File: src/rtl/wire_delay_line_if.sv
// -----------------------------------------------------------------------------
// wire_delay_line_if
//
// Purpose:
//   Bundles the control, input and output signals of wire_delay_line into one
//   interface. The stimulus side uses the master modport. The delay line itself
//   uses the slave modport.
//
// Parameters:
//   WIDTH  data bus width in bits (>=1)
//   DEPTH  number of pipeline stages to c_out (>=1)
//   TCW    toggle counter width
//
// Signals (direction as seen by the slave / delay line):
//   en          in   1            advance the pipeline this cycle
//   flush       in   1            synchronous clear of all valid bits
//   a_in        in   WIDTH        input data
//   a_valid     in   1            a_in carries valid data
//   b_out       out  WIDTH        stage-0 data
//   b_valid     out  1            stage-0 valid
//   c_out       out  WIDTH        last-stage data
//   c_valid     out  1            last-stage valid
//   fill        out  FW           count of valid stages, 0..DEPTH
//   toggle_cnt  out  TCW          data-change count
// -----------------------------------------------------------------------------
interface wire_delay_line_if #(
    parameter int WIDTH = 1,
    parameter int DEPTH = 4,
    parameter int TCW   = 8
);
    localparam int FW = $clog2(DEPTH + 1);

    logic             en;
    logic             flush;
    logic [WIDTH-1:0] a_in;
    logic             a_valid;
    logic [WIDTH-1:0] b_out;
    logic             b_valid;
    logic [WIDTH-1:0] c_out;
    logic             c_valid;
    logic [FW-1:0]    fill;
    logic [TCW-1:0]   toggle_cnt;

    modport master (
        output en,
        output flush,
        output a_in,
        output a_valid,
        input  b_out,
        input  b_valid,
        input  c_out,
        input  c_valid,
        input  fill,
        input  toggle_cnt
    );

    modport slave (
        input  en,
        input  flush,
        input  a_in,
        input  a_valid,
        output b_out,
        output b_valid,
        output c_out,
        output c_valid,
        output fill,
        output toggle_cnt
    );
endinterface

File: src/rtl/wire_delay_line.sv
// -----------------------------------------------------------------------------
// wire_delay_line
//
// Purpose:
//   A parametrised delay and fanout element. A WIDTH-bit bus enters on a_in. It
//   leaves on two taps:
//     b_out - stage 0, one enabled edge after capture
//     c_out - stage DEPTH-1, DEPTH enabled edges after capture
//   Each stage carries a valid bit. The block also keeps a count of occupied
//   stages (fill) and, optionally, a saturating count of data changes
//   (toggle_cnt).
//
// Optional feature:
//   WIRE_TOGGLE_CNT_EN - when this macro is defined, the toggle counter is
//   built. When it is undefined, toggle_cnt is tied to 0. The port list is the
//   same in both builds.
//
// Ports:
//   clk  in  1                      rising-edge clock
//   rst  in  1                      asynchronous reset, active-high
//   bus  wire_delay_line_if.slave   en/flush/a_in/a_valid in;
//                                   b_out/b_valid/c_out/c_valid/fill/
//                                   toggle_cnt out
//
// All outputs are driven straight from registers. No input reaches an output
// combinationally.
// -----------------------------------------------------------------------------
module wire_delay_line #(
    parameter int WIDTH = 1,
    parameter int DEPTH = 4,
    parameter int TCW   = 8
) (
    input  logic                  clk,
    input  logic                  rst,
    wire_delay_line_if.slave      bus
);
    localparam int FW = $clog2(DEPTH + 1);

    // Per-stage state
    logic [WIDTH-1:0] data_q  [DEPTH];
    logic [WIDTH-1:0] data_d  [DEPTH];
    logic             valid_q [DEPTH];
    logic             valid_d [DEPTH];
    logic [FW-1:0]    fill_q;
    logic [FW-1:0]    fill_d;

    // flush overrides en: the stages do not shift and nothing is captured.
    logic advance;
    assign advance = bus.en & ~bus.flush;

    // -------------------------------------------------------------------------
    // Stage next-state logic.
    // Data shifts on every advancing edge, whether or not it is valid. A flush
    // clears only the valid bits. The data registers keep their values, so
    // b_out and c_out still show the old contents, marked invalid.
    // -------------------------------------------------------------------------
    genvar gi;
    generate
        for (gi = 0; gi < DEPTH; gi++) begin : g_stage
            logic [WIDTH-1:0] src_data;
            logic             src_valid;

            if (gi == 0) begin : g_head
                assign src_data  = bus.a_in;
                assign src_valid = bus.a_valid;
            end else begin : g_body
                assign src_data  = data_q[gi-1];
                assign src_valid = valid_q[gi-1];
            end

            assign data_d[gi]  = advance ? src_data : data_q[gi];
            assign valid_d[gi] = bus.flush ? 1'b0
                               : (bus.en ? src_valid : valid_q[gi]);
        end
    endgenerate

    // -------------------------------------------------------------------------
    // Occupancy.
    // Fill is incremental: +1 when a valid word enters, -1 when a valid word
    // leaves the last stage. The count already includes the last stage's valid
    // bit, so the subtraction cannot go below zero. The sum is one bit wider so
    // that "+1" at fill==DEPTH cannot wrap before the matching "-1" is applied.
    // -------------------------------------------------------------------------
    logic [FW:0] fill_sum;
    assign fill_sum = {1'b0, fill_q}
                    + {{FW{1'b0}}, bus.a_valid}
                    - {{FW{1'b0}}, valid_q[DEPTH-1]};

    always_comb begin
        fill_d = fill_q;
        if (bus.flush) begin
            fill_d = '0;
        end else if (bus.en) begin
            fill_d = fill_sum[FW-1:0];
        end
    end

    always_ff @(posedge clk or posedge rst) begin
        if (rst) begin
            for (int i = 0; i < DEPTH; i++) begin
                data_q[i]  <= '0;
                valid_q[i] <= 1'b0;
            end
            fill_q <= '0;
        end else begin
            data_q  <= data_d;
            valid_q <= valid_d;
            fill_q  <= fill_d;
        end
    end

    // -------------------------------------------------------------------------
    // Toggle counter (optional).
    // A change is counted against the value b_out currently shows, which is the
    // word captured on the last advancing edge. The counter saturates at its
    // maximum value. It is cleared only by rst; flush does not clear it.
    // -------------------------------------------------------------------------
`ifdef WIRE_TOGGLE_CNT_EN
    logic [TCW-1:0] toggle_q;
    logic [TCW-1:0] toggle_d;

    always_comb begin
        toggle_d = toggle_q;
        if (advance && bus.a_valid && (bus.a_in != data_q[0])
                && (toggle_q != {TCW{1'b1}})) begin
            toggle_d = toggle_q + 1'b1;
        end
    end

    always_ff @(posedge clk or posedge rst) begin
        if (rst) begin
            toggle_q <= '0;
        end else begin
            toggle_q <= toggle_d;
        end
    end

    assign bus.toggle_cnt = toggle_q;
`else
    assign bus.toggle_cnt = {TCW{1'b0}};
`endif

    // Registered output taps. When DEPTH is 1, both taps are the same stage.
    assign bus.b_out   = data_q[0];
    assign bus.b_valid = valid_q[0];
    assign bus.c_out   = data_q[DEPTH-1];
    assign bus.c_valid = valid_q[DEPTH-1];
    assign bus.fill    = fill_q;

endmodule
File: src/flat_wrapper.sv
// flat-port wrapper written by rule: the top's interface ports become plain ports
module wire_delay_line_flat 
#(
    parameter int WIDTH = 1,
    parameter int DEPTH = 4,
    parameter int TCW   = 8
)
  (clk, rst, bus_en, bus_flush, bus_a_in, bus_a_valid, bus_b_out, bus_b_valid, bus_c_out, bus_c_valid, bus_fill, bus_toggle_cnt);
  wire_delay_line_if #(.WIDTH(WIDTH), .DEPTH(DEPTH), .TCW(TCW)) bus_i ();
  input  logic clk;
  input  logic rst;
  input wire logic [$bits(bus_i.en)-1:0] bus_en;
  input wire logic [$bits(bus_i.flush)-1:0] bus_flush;
  input wire logic [$bits(bus_i.a_in)-1:0] bus_a_in;
  input wire logic [$bits(bus_i.a_valid)-1:0] bus_a_valid;
  output wire logic [$bits(bus_i.b_out)-1:0] bus_b_out;
  output wire logic [$bits(bus_i.b_valid)-1:0] bus_b_valid;
  output wire logic [$bits(bus_i.c_out)-1:0] bus_c_out;
  output wire logic [$bits(bus_i.c_valid)-1:0] bus_c_valid;
  output wire logic [$bits(bus_i.fill)-1:0] bus_fill;
  output wire logic [$bits(bus_i.toggle_cnt)-1:0] bus_toggle_cnt;
  assign bus_i.en = bus_en;
  assign bus_i.flush = bus_flush;
  assign bus_i.a_in = bus_a_in;
  assign bus_i.a_valid = bus_a_valid;
  assign bus_b_out = bus_i.b_out;
  assign bus_b_valid = bus_i.b_valid;
  assign bus_c_out = bus_i.c_out;
  assign bus_c_valid = bus_i.c_valid;
  assign bus_fill = bus_i.fill;
  assign bus_toggle_cnt = bus_i.toggle_cnt;
  wire_delay_line #(.WIDTH(WIDTH), .DEPTH(DEPTH), .TCW(TCW)) u_core (.clk(clk), .rst(rst), .bus(bus_i));
endmodule
File: config.mk
export PLATFORM = sky130hd
export DESIGN_NAME = wire_delay_line_flat
export DESIGN_NICKNAME = d
export VERILOG_FILES = /design/src/rtl/wire_delay_line_if.sv /design/src/rtl/wire_delay_line.sv /design/src/flat_wrapper.sv
export SDC_FILE = /design/constraint.sdc
export NUM_CORES = 1
export LEC_CHECK = 0
export BUFFER_PORTS_ARGS = -buffer_cell sky130_fd_sc_hd__buf_2
export CORE_AREA = 5 5 42 44
export CTS_CLUSTER_DIAMETER = 60
export DETAILED_ROUTE_END_ITERATION = 8
export DIE_AREA = 0 0 47 49
export PLACE_DENSITY_LB_ADDON = 0.25
export SETUP_SLACK_MARGIN = 0.3
export SYNTH_ARGS = -nofsm -noshare
export SYNTH_HDL_FRONTEND = slang
export SYNTH_SLANG_ARGS = --single-unit
File: constraint.sdc
create_clock -name clk -period 2.5 [get_ports clk]
set_input_delay 0.5 -clock clk [delete_from_list [all_inputs] [get_ports clk]]
set_output_delay 0.5 -clock clk [all_outputs]
set_load 0.02 [all_outputs]
# Word-level counts from Yosys, hierarchy flattened
# Index checks and enable logic that the tools add are counted.
dict set report word_totals {
  regBits 11
  inputBits 6
  out_inout_bits 15
  wordCells 24
}
dict set report classes {
  add_sub_neg 2
  n_mux 10
  n_bitwise 2
  n_reduce_logical 1
}
# op n
set ops {}
lappend ops {{2-to-1 mux 1 bit} 8}
lappend ops {{2-to-1 mux 3 bit} 2}
lappend ops {{adder 3 x 1 -> 3 bit} 1}
lappend ops {{subtractor 3 x 1 -> 3 bit} 1}
lappend ops {{nonzero test 2 bit} 1}
lappend ops {{bitwise AND 1 bit} 1}
lappend ops {{inverter 1 bit} 1}

# Longest topological paths before layout
# Gate-level depths: netlist of run 1.
dict set report depth {
  depth_word 4
  mapped_depth 9
  depth_no_buf 9
}

# Least setup slack after synthesis of run 1
# Ideal clock, no wire load.
dict set report synth_path {
  path_kind {reg2reg}
  startpoint {register u_core.fill_q[0], in the netlist u_core.bus.fill[0]}
  endpoint {register u_core.fill_q[2], in the netlist u_core.bus.fill[2]}
  setup_ns 0.120
  t_arrival_ns 1.779
  required_time_ns 2.380
  setup_slack_ns 0.601
  path_stages_with_launch 10
  path_buffers 0
  period_less_slack_ns 1.899
  path_cell_list {dfrtp_1 inv_1 ha_1 inv_1 ha_1 inv_1 fa_1 xor2_1 a21oi_1 a31o_1}
}
dict set report synth_between {
  elab_chain_len 4
}
# item line_no
set synth_lines {}
lappend synth_lines {{start, declared} wire_delay_line.sv:44} ;# logic [FW-1:0] fill_q;
lappend synth_lines {{start signal, assigned} wire_delay_line.sv:108} ;# fill_q <= fill_d;
lappend synth_lines {{adder 3 x 1 -> 3 bit} wire_delay_line.sv:86} ;# + {{FW{1'b0}}, bus.a_valid}
lappend synth_lines {{subtractor 3 x 1 -> 3 bit} wire_delay_line.sv:87} ;# - {{FW{1'b0}}, valid_q[DEPTH-1]};
lappend synth_lines {{2-to-1 mux 3 bit} wire_delay_line.sv:93} ;# end else if (bus.en) begin
lappend synth_lines {{2-to-1 mux 3 bit} wire_delay_line.sv:91} ;# if (bus.flush) begin
# No other way between the ends. The select of a mux whose other input is x is not followed.
# A chain may end at the register's enable or synchronous reset.

# Worst setup path after layout of run 1
# Ends and elaborated chain as after synthesis.

==> reports/qor_table.md, run 1 <==
| Metric | Value | Unit |
|---|---|---|
| Final wirelength | 928 | µm |
| Final total negative setup slack | 0 | ps |
| Cell Pwr Density | 608 | nW/µm² |
| Critical Path Slowest Stage Cell | sky130_fd_sc_hd__dfrtp_1 | - |
| FMAX | 542 | MHz |
| Total Power Consumption | 0.395 | mW |
| Placed inst area | 623 | µm² |
| Antenna viol nets, final | 0 | - |
| Post-synth design cell area | 596 | µm² |
| Time the worst path needs with I/O delays and setup | 1840 | ps |
| Initial antenna violation count | 0 | - |
| Die outline width | 47 | µm |
| Net count reported at finish | 84 | - |
| Utilization after layout | 0.463 | - |
| Area growth from synthesis to final layout | 9.03 | % |
| Combinational family with the most area after synthesis | buffers and inverters | - |
| Effective utilization at floorplan | 0.425 | - |
| DRC violations left | 0 | - |
| P_leak | 0.397 | nW |
| Final slew viol count | 0 | - |
| Area share of and/or/nand/nor cells after synthesis | 0.153 | - |
| Post-route cell area | 649 | µm² |
| Cell Count Post-Placement | 86 | - |
| Most Frequent Cell on Critical Path | sky130_fd_sc_hd__inv_1 | - |
| Critical Path Sink Type | register | - |
| P_sw | 0.116 | mW |
| Number of ports placed on the die boundary | 21 | - |
| Maximum fanout encountered on the critical timing path | 3 | - |
| RSZ-0062 raised after global routing | false | - |
| Total global routing overflow | 0 | - |
| Hold Path Class | in -> async | - |
| TritonCTS buffer count | 3 | - |
| Setup repair bufs after CTS | 0 | - |
| Count of state elements after synthesis | 11 | - |
| Portion of total power attributed to sequential cells | 0.513 | - |
| Via density per instance | 4.52 | - |
| Parity-gate share of the synthesized area counting xor and xnor cells | 0.0147 | - |
| Initial detailed-routing violation count | 4 | - |
| Part of the Yosys area used for sequential elements | 0.462 | - |
| Root Buffer Master | sky130_fd_sc_hd__clkbuf_4 | - |
| Synthesized area per cell | 9.76 | µm² |
| Clock latency on the worst-skew pair | 270 | ps |
| Count of warnings emitted by yosys | 0 | - |
| Critical path's largest stage delay | 360 | ps |
| Relative contribution of combinational cells to total power | 0.186 | - |
| Routability cong. | 0.655 | - |
| Number of inserted filler cells in the final layout | 152 | - |
| CTS Hold Buffers Added | 0 | - |
| Distinct cell type count of the synthesized netlist | 15 | - |
| Arrival time of data at the critical path endpoint | 2000 | ps |
| Final Non-Filler Cells | 90 | - |
| Leading post-synthesis cells by cell area | sky130_fd_sc_hd__dfrtp_1 (46%), sky130_fd_sc_hd__buf_4 (11%), sky130_fd_sc_hd__mux2i_1 (10%), sky130_fd_sc_hd__nand2_1 (7.6%), sky130_fd_sc_hd__nor2_1 (4.4%) | - |
| Crit path cell chain | inv_1 > ha_1 > inv_1 > ha_1 > inv_1 > fa_1 > xor2_1 > a21oi_1 > a31o_1 | - |
| Count of buffers from port buffering | 12 | - |
| Number of buffer and inverter instances along the worst setup path | 3 | - |
| Share of power burned in the clock network | 0.301 | - |
| DR pass1 iterations | 2 | - |
| Share of final-layout standard cells stronger than drive strength 1 | 0.203 | - |
| Family of cells with the greatest summed delay on the critical path | adder cells | - |
| WS Path Type | reg -> reg | - |
| DR vias | 407 | - |
| Share of Yosys cell area claimed by the top area cell type | 0.462 | - |
| Internal power summed over all cells | 0.279 | mW |
| Endpoints failing hold | 0 | - |
| Type of origin of the critical path | register | - |
| Floorplan die height | 49 | µm |
| Adder and majority cell fraction of the synthesized area | 0.0756 | - |
| Maximum number of pins on one net before global-route repair | 12 | - |
| Library cell occupying the most area in the post-synthesis netlist | sky130_fd_sc_hd__dfrtp_1 | - |
| Final-report setup violation count | 0 | - |
| Fraction of the cycle the final worst path needs | 0.737 | - |
| TritonCTS clock tree | built | - |
| Die outline area | 2300 | µm² |
| Post-synthesis compound-gate area fraction | 0.0231 | - |
| Maximum buffer depth of the clock tree | 2 | - |
| Net switching fraction of the power | 0.293 | - |
| Worst setup margin | 657 | ps |
| Fraction of synthesized area in multiplexers | 0.101 | - |
| Required arrival time at the worst endpoint | 2660 | ps |
| Post-place setup slack | 651 | ps |
| CTS sink cnt | 11 | - |
| Total routing usage reported by global routing | 0.0963 | - |
| Outcome | complete, no violations | - |
| Wire length of the first global-routing pass | 1.50 | mm |
| Minimum hold slack | 208 | ps |
| Via count of the first global-routing pass | 349 | - |
| CTS clock-pin slew for the worst setup and hold paths | 70 | ps |
| HPWL reported at the end of detailed placement | 703 | µm |
| Number of instances resized during post-cts repair | 0 | - |
| Post-synthesis instance total | 61 | - |
| Worst Skew | 0.787 | ps |
| Total number of H-tree levels | 1 | - |
| N_diodes | 0 | - |
| CORE AREA | 1400 | µm² |
| Routed wire per std cell | 10.3 | µm |
| Rows | 14 | - |
| IR Drop Worst-Case VDD | 0.248 | mV |
| Maxcap violations | 0 | - |
flip-flops by register name (all words and copies together) (netlist names):
register                  cells
u_core.g_stage.src_data       2
u_core.bus.c_valid            1
u_core.g_stage.src_valid      2
u_core.bus.b_out              1
u_core.bus.b_valid            1
u_core.bus.fill               3
u_core.bus.c_out              1
power groups by stage:
stage | clock [mW] | sequential, mW | combinational, mW
6_report | 0.119 | 0.203 | 0.0734
2_1_floorplan | 0 | 0.217 | 0.0549
4_1_cts | 0.125 | 0.203 | 0.0747
5_1_grt | 0.136 | 0.205 | 0.0816
3_5_place_dp | 0 | 0.206 | 0.0745
3_3_place_gp | 0 | 0.206 | 0.0734
cells in the final DEF, fill, tap and decap left out:
master and instances:
sky130_fd_sc_hd__a21oi_1 1, sky130_fd_sc_hd__a31o_1 1, sky130_fd_sc_hd__and2b_1 1, sky130_fd_sc_hd__buf_2 12
sky130_fd_sc_hd__clkbuf_1 1, sky130_fd_sc_hd__clkbuf_4 3, sky130_fd_sc_hd__conb_1 8, sky130_fd_sc_hd__dfrtp_1 11
sky130_fd_sc_hd__fa_1 1, sky130_fd_sc_hd__ha_1 2, sky130_fd_sc_hd__inv_1 5, sky130_fd_sc_hd__mux2i_1 6
sky130_fd_sc_hd__nand2_1 12, sky130_fd_sc_hd__nand2b_1 2, sky130_fd_sc_hd__nor2_1 7, sky130_fd_sc_hd__xor2_1 1
cells in the mapped netlist:
master / n
sky130_fd_sc_hd__a21oi_1: 1
sky130_fd_sc_hd__a31o_1: 1
sky130_fd_sc_hd__and2b_1: 1
sky130_fd_sc_hd__buf_4: 9
sky130_fd_sc_hd__buf_6: 1
sky130_fd_sc_hd__conb_1: 1
sky130_fd_sc_hd__dfrtp_1: 11
sky130_fd_sc_hd__fa_1: 1
sky130_fd_sc_hd__ha_1: 2
sky130_fd_sc_hd__inv_1: 5
sky130_fd_sc_hd__mux2i_1: 6
sky130_fd_sc_hd__nand2_1: 12
sky130_fd_sc_hd__nand2b_1: 2
sky130_fd_sc_hd__nor2_1: 7
sky130_fd_sc_hd__xor2_1: 1
metal layers:
metal  part of all wire  vias up  track usage
li1                   -      196            -
met1               0.42      194        0.114
met2               0.47       12        0.124
met3              0.066        5       0.0332
met4              0.042        0       0.0968
met5                  0        -            0
logic make-up (layout without fill, tap and decap cells):
group	Yosys count	count (layout)
xor+xnor	1	1
other cells	1	8
mux	6	6
simple gates	22	22
buf+inv	15	21
fa+ha+maj	3	3
flops	11	11
compound gates	2	2
area by class of cell:
cell class / count / area (µm²) / share of cell area
well taps: 16 / 20.0 / 0.0308
multi-input cells: 42 / 249 / 0.383
inverters: 5 / 18.8 / 0.0289
flip-flops and latches: 11 / 275 / 0.424
repair buffers: 12 / 60.1 / 0.0925
clock buffers: 4 / 26.3 / 0.0405
worst register-to-register path: stages, from the launching register on:
cell                      delay [ps]
sky130_fd_sc_hd__dfrtp_1         360
sky130_fd_sc_hd__inv_1            50
sky130_fd_sc_hd__ha_1            280
sky130_fd_sc_hd__inv_1            60
sky130_fd_sc_hd__ha_1            130
sky130_fd_sc_hd__inv_1            50
sky130_fd_sc_hd__fa_1            360
sky130_fd_sc_hd__xor2_1          180
sky130_fd_sc_hd__a21oi_1          90
sky130_fd_sc_hd__a31o_1          180
final timing paths:
| kind | to | from | cells past startpoint | slack (ps) |
|---|---|---|---|---|
| max | u_core.bus.fill[2] | u_core.bus.fill[0] | 9 | 660 |
| min | u_core.bus.c_out | rst | 2 | 210 |
| max reg2reg | u_core.bus.fill[2] | u_core.bus.fill[0] | 9 | 660 |
| min reg2reg | u_core.bus.c_out | u_core.g_stage[3].src_data | 2 | 470 |
| max in group asynchronous | u_core.bus.b_valid | rst | 2 | 2000 |
| min in group clk | u_core.bus.b_out | bus_a_in | 3 | 420 |
Power figures use the tool's default switching activity.
==> run 2, diff against run 1 <==
--- a/config.mk
+++ b/config.mk
@@ -6,10 +6,10 @@
 export NUM_CORES = 1
 export LEC_CHECK = 0
 export BUFFER_PORTS_ARGS = -buffer_cell sky130_fd_sc_hd__buf_2
-export CORE_AREA = 5 5 42 44
+export CORE_MARGIN = 5
+export CORE_UTILIZATION = 42
 export CTS_CLUSTER_DIAMETER = 60
 export DETAILED_ROUTE_END_ITERATION = 8
-export DIE_AREA = 0 0 47 49
 export PLACE_DENSITY_LB_ADDON = 0.25
 export SETUP_SLACK_MARGIN = 0.3
 export SYNTH_ARGS = -nofsm -noshare
==> constraint.sdc (replaced) <==
create_clock -name clk -period 1.55 [get_ports clk]
set_input_delay 0.31 -clock clk [delete_from_list [all_inputs] [get_ports clk]]
set_output_delay 0.31 -clock clk [all_outputs]
set_load 0.02 [all_outputs]
==> reports/qor_table.md, run 2 (synthesis results as in run 1) <==
| Metric | Value | Unit | Delta |
|---|---|---|---|
| Violated checks | setup timing | - |  |
| Final slew viol count | 0 | - | unchanged |
| Placed inst area | 667 | µm² | was 623 µm² |
| Critical path's largest stage delay | 410 | ps | was 360 ps |
| DRC violations left | 0 | - | unchanged |
| Endpoints failing hold | 0 | - | unchanged |
| Crit path cell chain | inv_2 > ha_4 > inv_2 > ha_4 > inv_2 > fa_2 > xor2_2 > a21oi_1 > a31o_1 | - | was inv_1 > ha_1 > inv_1 > ha_1 > inv_1 > fa_1 > xor2_1 > a21oi_1 > a31o_1 |
| Die outline width | 47.7 | µm | was 47 µm |
| DR vias | 406 | - | was 407 |
| Floorplan die height | 47.7 | µm | was 49 µm |
| P_leak | 0.407 | nW | was 0.397 nW |
| Final-report setup violation count | 2 | - | was 0 |
| Net count reported at finish | 87 | - | was 84 |
| Root Buffer Master | sky130_fd_sc_hd__clkbuf_4 | - | unchanged |
| Most common cell after layout, fill and taps aside | sky130_fd_sc_hd__nand2_1 | - |  |
| Most frequent cells in the layout | sky130_fd_sc_hd__nand2_1 (12), sky130_fd_sc_hd__buf_2 (10), sky130_fd_sc_hd__conb_1 (8), sky130_fd_sc_hd__dfrtp_1 (8), sky130_fd_sc_hd__nor2_1 (7) | - | was sky130_fd_sc_hd__nand2_1 (12), sky130_fd_sc_hd__buf_2 (12), sky130_fd_sc_hd__dfrtp_1 (11), sky130_fd_sc_hd__conb_1 (8), sky130_fd_sc_hd__nor2_1 (7) |
| Critical Path Slowest Stage Cell | sky130_fd_sc_hd__dfrtp_2 | - | was sky130_fd_sc_hd__dfrtp_1 |
| Number of inserted filler cells in the final layout | 128 | - | was 152 |
| Cell Pwr Density | 914 | nW/µm² | was 608 nW/µm² |
| Share of final-layout standard cells stronger than drive strength 1 | 0.364 | - | was 0.203 |
| Required arrival time at the worst endpoint | 1720 | ps | was 2660 ps |
| Die outline area | 2270 | µm² | was 2300 µm² |
| Worst Skew | 7.48 | ps | was 0.787 ps |
| FMAX | 576 | MHz | was 542 MHz |
| Post-route cell area | 726 | µm² | was 649 µm² |
| Wire length of the first global-routing pass | 1.53 | mm | was 1.50 mm |
| Worst r2r path cells | 9 | - | unchanged |
| Routability cong. | 0.665 | - | was 0.655 |
| DR pass1 iterations | 4 | - | was 2 |
| Type of origin of the critical path | register | - | unchanged |
| Most Frequent Cell on Critical Path | sky130_fd_sc_hd__inv_2 | - | was sky130_fd_sc_hd__inv_1 |
| Routed wire per std cell | 10.6 | µm | was 10.3 µm |
| CTS clock-pin slew for the worst setup and hold paths | 70 | ps | about the same |
| CTS Hold Buffers Added | 0 | - | unchanged |
| TritonCTS clock tree | built | - | unchanged |
| Number of buffer and inverter instances along the worst setup path | 3 | - | unchanged |
| Maximum buffer depth of the clock tree | 2 | - | unchanged |
| CORE AREA | 1320 | µm² | was 1400 µm² |
| Initial antenna violation count | 0 | - | unchanged |
| Area growth from synthesis to final layout | 21.8 | % | was 9.03% |
| CP endpoint | u_core.bus.fill[2] | - | unchanged |
| Startpoint of the worst-slack reg-to-reg timing path | u_core.bus.fill[0] | - | unchanged |
| WS Path Type | reg -> reg | - | unchanged |
| Post-place setup slack | -227 | ps | was 651 ps |
| Via count of the first global-routing pass | 367 | - | was 349 |
| RSZ-0062 raised after global routing | true | - | was false |
| Initial detailed-routing violation count | 5 | - | was 4 |
| Number of ports placed on the die boundary | 21 | - | unchanged |
| Critical Path Sink Type | register | - | unchanged |
| Maximum fanout encountered on the critical timing path | 2 | - | was 3 |
| Effective utilization at floorplan | 0.452 | - | was 0.425 |
| Total routing usage reported by global routing | 0.102 | - | was 0.0963 |
| Time the worst path needs with I/O delays and setup | 1740 | ps | was 1840 ps |
| Total global routing overflow | 0 | - | unchanged |
| TritonCTS buffer count | 3 | - | unchanged |
| CP startpoint | u_core.bus.fill[0] | - | unchanged |
| Logic depth of the worst path, buffers included | 9 | - | unchanged |
| Fraction of the cycle the final worst path needs | 1.12 | - | was 0.737 |
| HPWL reported at the end of detailed placement | 748 | µm | was 703 µm |
| Worst setup margin | -187 | ps | was 657 ps |
| Minimum hold slack | 18.0 | ps | was 208 ps |
| N_diodes | 0 | - | unchanged |
| Outcome | finished, violations left | - | was complete, no violations |
| Via density per instance | 4.41 | - | was 4.52 |
| Total number of H-tree levels | 1 | - | unchanged |
| Number of flip-flops in the largest register | 3 | - | unchanged |
| Clock latency on the worst-skew pair | 270 | ps | about the same |
| Family of cells with the greatest summed delay on the critical path | adder cells | - | unchanged |
| Arrival time of data at the critical path endpoint | 1910 | ps | was 2000 ps |
| Rows | 13 | - | was 14 |
| Final wirelength | 971 | µm | was 928 µm |
| CTS sink cnt | 11 | - | unchanged |
| IR Drop Worst-Case VDD | 0.587 | mV | was 0.248 mV |
| Hold Path Class | in -> async | - | unchanged |
| Maximum number of pins on one net before global-route repair | 12 | - | unchanged |
| Count of buffers from port buffering | 12 | - | unchanged |
| Flop-to-flop setup slack | -190 | ps | was 660 ps |
| Antenna viol nets, final | 0 | - | unchanged |
| End of the worst register-to-register path | u_core.bus.fill[2] | - | unchanged |
| Maxcap violations | 0 | - | unchanged |
## run 2: cell count changes in the layout (fill, tap and decap cells not counted), sizes merged
cell	change
buf	+3
## run 2: per-layer routing
layer | GRT usage | up-vias | routed length, µm
met5 | 0 | - | 0
met4 | 0.0806 | 0 | 27
met3 | 0.0226 | 3 | 93
met2 | 0.150 | 16 | 428
met1 | 0.129 | 183 | 421
li1 | - | 204 | -
## run 2: cell type report
class | count | area, µm² | area share
clock buffer | 4 | 26.3 | 0.0362
timing repair buffer | 15 | 98.8 | 0.136
sequential | 11 | 279 | 0.384
inverter | 5 | 18.8 | 0.0259
multi-input combinational | 42 | 284 | 0.391
tap | 15 | 18.8 | 0.0259
## run 2: where the power goes
part	internal [mW]	leakage [nW]	switching [mW]	total, mW
logic	0.0500	0.250	0.0860	0.136
clock network	0.0998	0.0150	0.0998	0.200
registers	0.312	0.142	0.0153	0.328
total	0.462	0.407	0.201	0.663
## run 2: worst register-to-register path, cell delays in order, from the launching register on
cell and delay (ps):
sky130_fd_sc_hd__dfrtp_2 410, sky130_fd_sc_hd__inv_2 70, sky130_fd_sc_hd__ha_4 200, sky130_fd_sc_hd__inv_2 60, sky130_fd_sc_hd__ha_4 110, sky130_fd_sc_hd__inv_2 30
sky130_fd_sc_hd__fa_2 340, sky130_fd_sc_hd__xor2_2 160, sky130_fd_sc_hd__a21oi_1 80, sky130_fd_sc_hd__a31o_1 180
## run 2: repair_timing
item / CTS / global route
setup buffers: 0 / 1
pin swaps: 1 / 2
resized for setup: 7 / 1
setup endpoints to repair: 4 / 6
hold endpoints to repair: 0 / 0
## run 2: how the worst min path moves through the flow
stage                                     to  startpoint  slack [ps]  cells after the start
after floorplan             u_core.bus.b_out         rst         160                      1
after global placement      u_core.bus.c_out         rst         330                      2
after detailed placement    u_core.bus.c_out         rst         330                      2
after CTS                 u_core.bus.fill[1]         rst          30                      2
after global routing      u_core.bus.fill[2]         rst          50                      2
final                     u_core.bus.fill[2]         rst          20                      2
## run 2: per-stage QoR
step,TNS [ps],total power [mW],util,std cells
final,-343,0.663,0.551,92
after global routing,-478,0.705,0.551,92
after CTS,-373,0.678,0.544,91
after detailed placement,-395,0.465,0.506,87
after global placement,-320,0.462,0.506,87
after floorplan,-384,0.445,-,68
==> run 3, diff against run 2 <==
--- a/config.mk
+++ b/config.mk
@@ -5,7 +5,7 @@
 export SDC_FILE = /design/constraint.sdc
 export NUM_CORES = 1
 export LEC_CHECK = 0
-export BUFFER_PORTS_ARGS = -buffer_cell sky130_fd_sc_hd__buf_2
+export BUFFER_PORTS_ARGS = -buffer_cell sky130_fd_sc_hd__buf_4
 export CORE_MARGIN = 5
 export CORE_UTILIZATION = 42
 export CTS_CLUSTER_DIAMETER = 60
==> reports/qor_table.md, run 3 (synthesis results as in run 1) <==
| Metric | Value | Unit | Delta |
|---|---|---|---|
| Outcome | finished, violations left | - | unchanged |
| Violated checks | setup timing | - | unchanged |
| Routability cong. | 0.659 | - | was 0.665 |
| Number of buffer and inverter instances along the worst setup path | 3 | - | unchanged |
| Endpoints failing hold | 0 | - | unchanged |
| Final total negative setup slack | -330 | ps | was -343 ps |
| Via density per instance | 4.42 | - | was 4.41 |
| Maximum number of pins on one net before global-route repair | 12 | - | unchanged |
| Critical path's largest stage delay | 410 | ps | about the same |
| CTS Hold Buffers Added | 0 | - | unchanged |
| Maxcap violations | 0 | - | unchanged |
| Maximum buffer depth of the clock tree | 2 | - | unchanged |
| DRC violations left | 0 | - | unchanged |
| Final slew viol count | 0 | - | unchanged |
| Rows | 13 | - | unchanged |
| Total number of H-tree levels | 1 | - | unchanged |
| Count of buffers from port buffering | 12 | - | unchanged |
| Worst Skew | 6.24 | ps | was 7.48 ps |
| Final wirelength | 989 | µm | was 971 µm |
| Antenna viol nets, final | 0 | - | unchanged |
| Most frequent cells in the layout | sky130_fd_sc_hd__nand2_1 (12), sky130_fd_sc_hd__buf_4 (12), sky130_fd_sc_hd__conb_1 (8), sky130_fd_sc_hd__dfrtp_1 (8), sky130_fd_sc_hd__nor2_1 (7) | - | was sky130_fd_sc_hd__nand2_1 (12), sky130_fd_sc_hd__buf_2 (10), sky130_fd_sc_hd__conb_1 (8), sky130_fd_sc_hd__dfrtp_1 (8), sky130_fd_sc_hd__nor2_1 (7) |
| Initial antenna violation count | 0 | - | unchanged |
| Required arrival time at the worst endpoint | 1710 | ps | was 1720 ps |
| Cell Count Post-Placement | 87 | - | unchanged |
| Number of flip-flops in the largest register | 3 | - | unchanged |
| Floorplan die height | 47.7 | µm | unchanged |
| Die outline width | 47.7 | µm | unchanged |
| CTS sink cnt | 11 | - | unchanged |
| Critical Path Sink Type | register | - | unchanged |
| P_leak | 0.412 | nW | was 0.407 nW |
| CORE AREA | 1320 | µm² | unchanged |
| Root Buffer Master | sky130_fd_sc_hd__clkbuf_4 | - | unchanged |
| Final Non-Filler Cells | 92 | - | unchanged |
| Maximum fanout encountered on the critical timing path | 2 | - | unchanged |
| TritonCTS buffer count | 3 | - | unchanged |
| Net count reported at finish | 87 | - | unchanged |
| Area growth from synthesis to final layout | 26.1 | % | was 21.8% |
| Placed inst area | 697 | µm² | was 667 µm² |
| DR vias | 407 | - | was 406 |
| Fraction of the cycle the final worst path needs | 1.13 | - | was 1.12 |
| Wire length of the first global-routing pass | 1.73 | mm | was 1.53 mm |
| Most Frequent Cell on Critical Path | sky130_fd_sc_hd__inv_2 | - | unchanged |
| RSZ-0062 raised after global routing | true | - | unchanged |
| Total routing usage reported by global routing | 0.111 | - | was 0.102 |
| Hold Path Class | in -> async | - | unchanged |
| Initial detailed-routing violation count | 3 | - | was 5 |
| HPWL reported at the end of detailed placement | 729 | µm | was 748 µm |
| Minimum hold slack | 23.7 | ps | was 18.0 ps |
| Via count of the first global-routing pass | 410 | - | was 367 |
| Effective utilization at floorplan | 0.452 | - | unchanged |
| Die outline area | 2270 | µm² | unchanged |
| Cell Pwr Density | 895 | nW/µm² | was 914 nW/µm² |
| Number of inserted filler cells in the final layout | 132 | - | was 128 |
| Crit path cell chain | inv_2 > ha_4 > inv_2 > ha_4 > inv_2 > fa_2 > xor2_2 > a21oi_1 > a31o_1 | - | unchanged |
| Number of ports placed on the die boundary | 21 | - | unchanged |
| CTS clock-pin slew for the worst setup and hold paths | 70 | ps | about the same |
| Share of final-layout standard cells stronger than drive strength 1 | 0.364 | - | unchanged |
| IR Drop Worst-Case VDD | 0.605 | mV | was 0.587 mV |
| DR pass1 iterations | 2 | - | was 4 |
| Family of cells with the greatest summed delay on the critical path | adder cells | - | unchanged |
| Post-route cell area | 751 | µm² | was 726 µm² |
| N_diodes | 0 | - | unchanged |
| Final-report setup violation count | 2 | - | unchanged |
| Critical Path Slowest Stage Cell | sky130_fd_sc_hd__dfrtp_2 | - | unchanged |
| FMAX | 573 | MHz | was 576 MHz |
| WS Path Type | reg -> reg | - | unchanged |
| Type of origin of the critical path | register | - | unchanged |
| Time the worst path needs with I/O delays and setup | 1750 | ps | was 1740 ps |
| Worst setup margin | -196 | ps | was -187 ps |
| Total global routing overflow | 0 | - | unchanged |
| Arrival time of data at the critical path endpoint | 1910 | ps | about the same |
| Clock latency on the worst-skew pair | 270 | ps | about the same |
| TritonCTS clock tree | built | - | unchanged |
| Routed wire per std cell | 10.8 | µm | was 10.6 µm |
| Total Power Consumption | 0.672 | mW | was 0.663 mW |
==> run 3: cell types whose count changed in the layout (fill, tap and decap cells not counted) <==
cell and change:
sky130_fd_sc_hd__buf_4 +10, sky130_fd_sc_hd__buf_2 -10
==> run 3: metal layers <==
metal / wire (µm) / share of wire / track usage / vias to the layer above
met5: 0 / 0 / 0 / -
met2: 463 / 0.47 / 0.174 / 15
met4: 15 / 0.015 / 0.0484 / 0
li1: - / - / - / 202
met3: 95 / 0.096 / 0.0338 / 2
met1: 414 / 0.42 / 0.142 / 188
==> run 3: cell type report <==
class | count | area [µm²] | area share
tap | 15 | 18.8 | 0.0250
sequential | 11 | 279 | 0.372
multi-input combinational | 42 | 284 | 0.378
timing repair buffer | 15 | 124 | 0.165
inverter | 5 | 18.8 | 0.0250
clock buffer | 4 | 26.3 | 0.0350
==> run 3: power breakdown <==
part / total (mW) / internal (mW) / switching [mW]
clock: 0.193 / 0.0995 / 0.0938
sequential: 0.329 / 0.313 / 0.0162
combinational: 0.150 / 0.0630 / 0.0867
==> run 3: stage by stage <==
| stage | utilization | setup WS [ps] |
|---|---|---|
| 3_3_place_gp | 0.529 | -199 |
| 6_report | 0.570 | -196 |
| 2_1_floorplan | - | -213 |
| 5_1_grt | 0.570 | -291 |
| 4_1_cts | 0.563 | -206 |
| 3_5_place_dp | 0.529 | -234 |
==> run 3: timing repair <==
item,in CTS,in global routing
pin swaps,1,1
setup buffers,0,1
gates resized for setup,5,1
endpoints found under the setup margin,4,6
==> run 3: worst paths after layout <==
kind	cells past startpoint	end	from	slack, ps
worst max-delay path	9	u_core.bus.fill[2]	u_core.bus.fill[0]	-200
worst min-delay path	2	u_core.bus.fill[2]	rst	20
worst max register to register	9	u_core.bus.fill[2]	u_core.bus.fill[0]	-200
worst min register to register	2	u_core.g_stage[3].src_data	u_core.g_stage[2].src_data	470
max in group asynchronous	2	u_core.bus.fill[0]	rst	1220
min in group clk	3	u_core.bus.b_out	bus_a_in	240
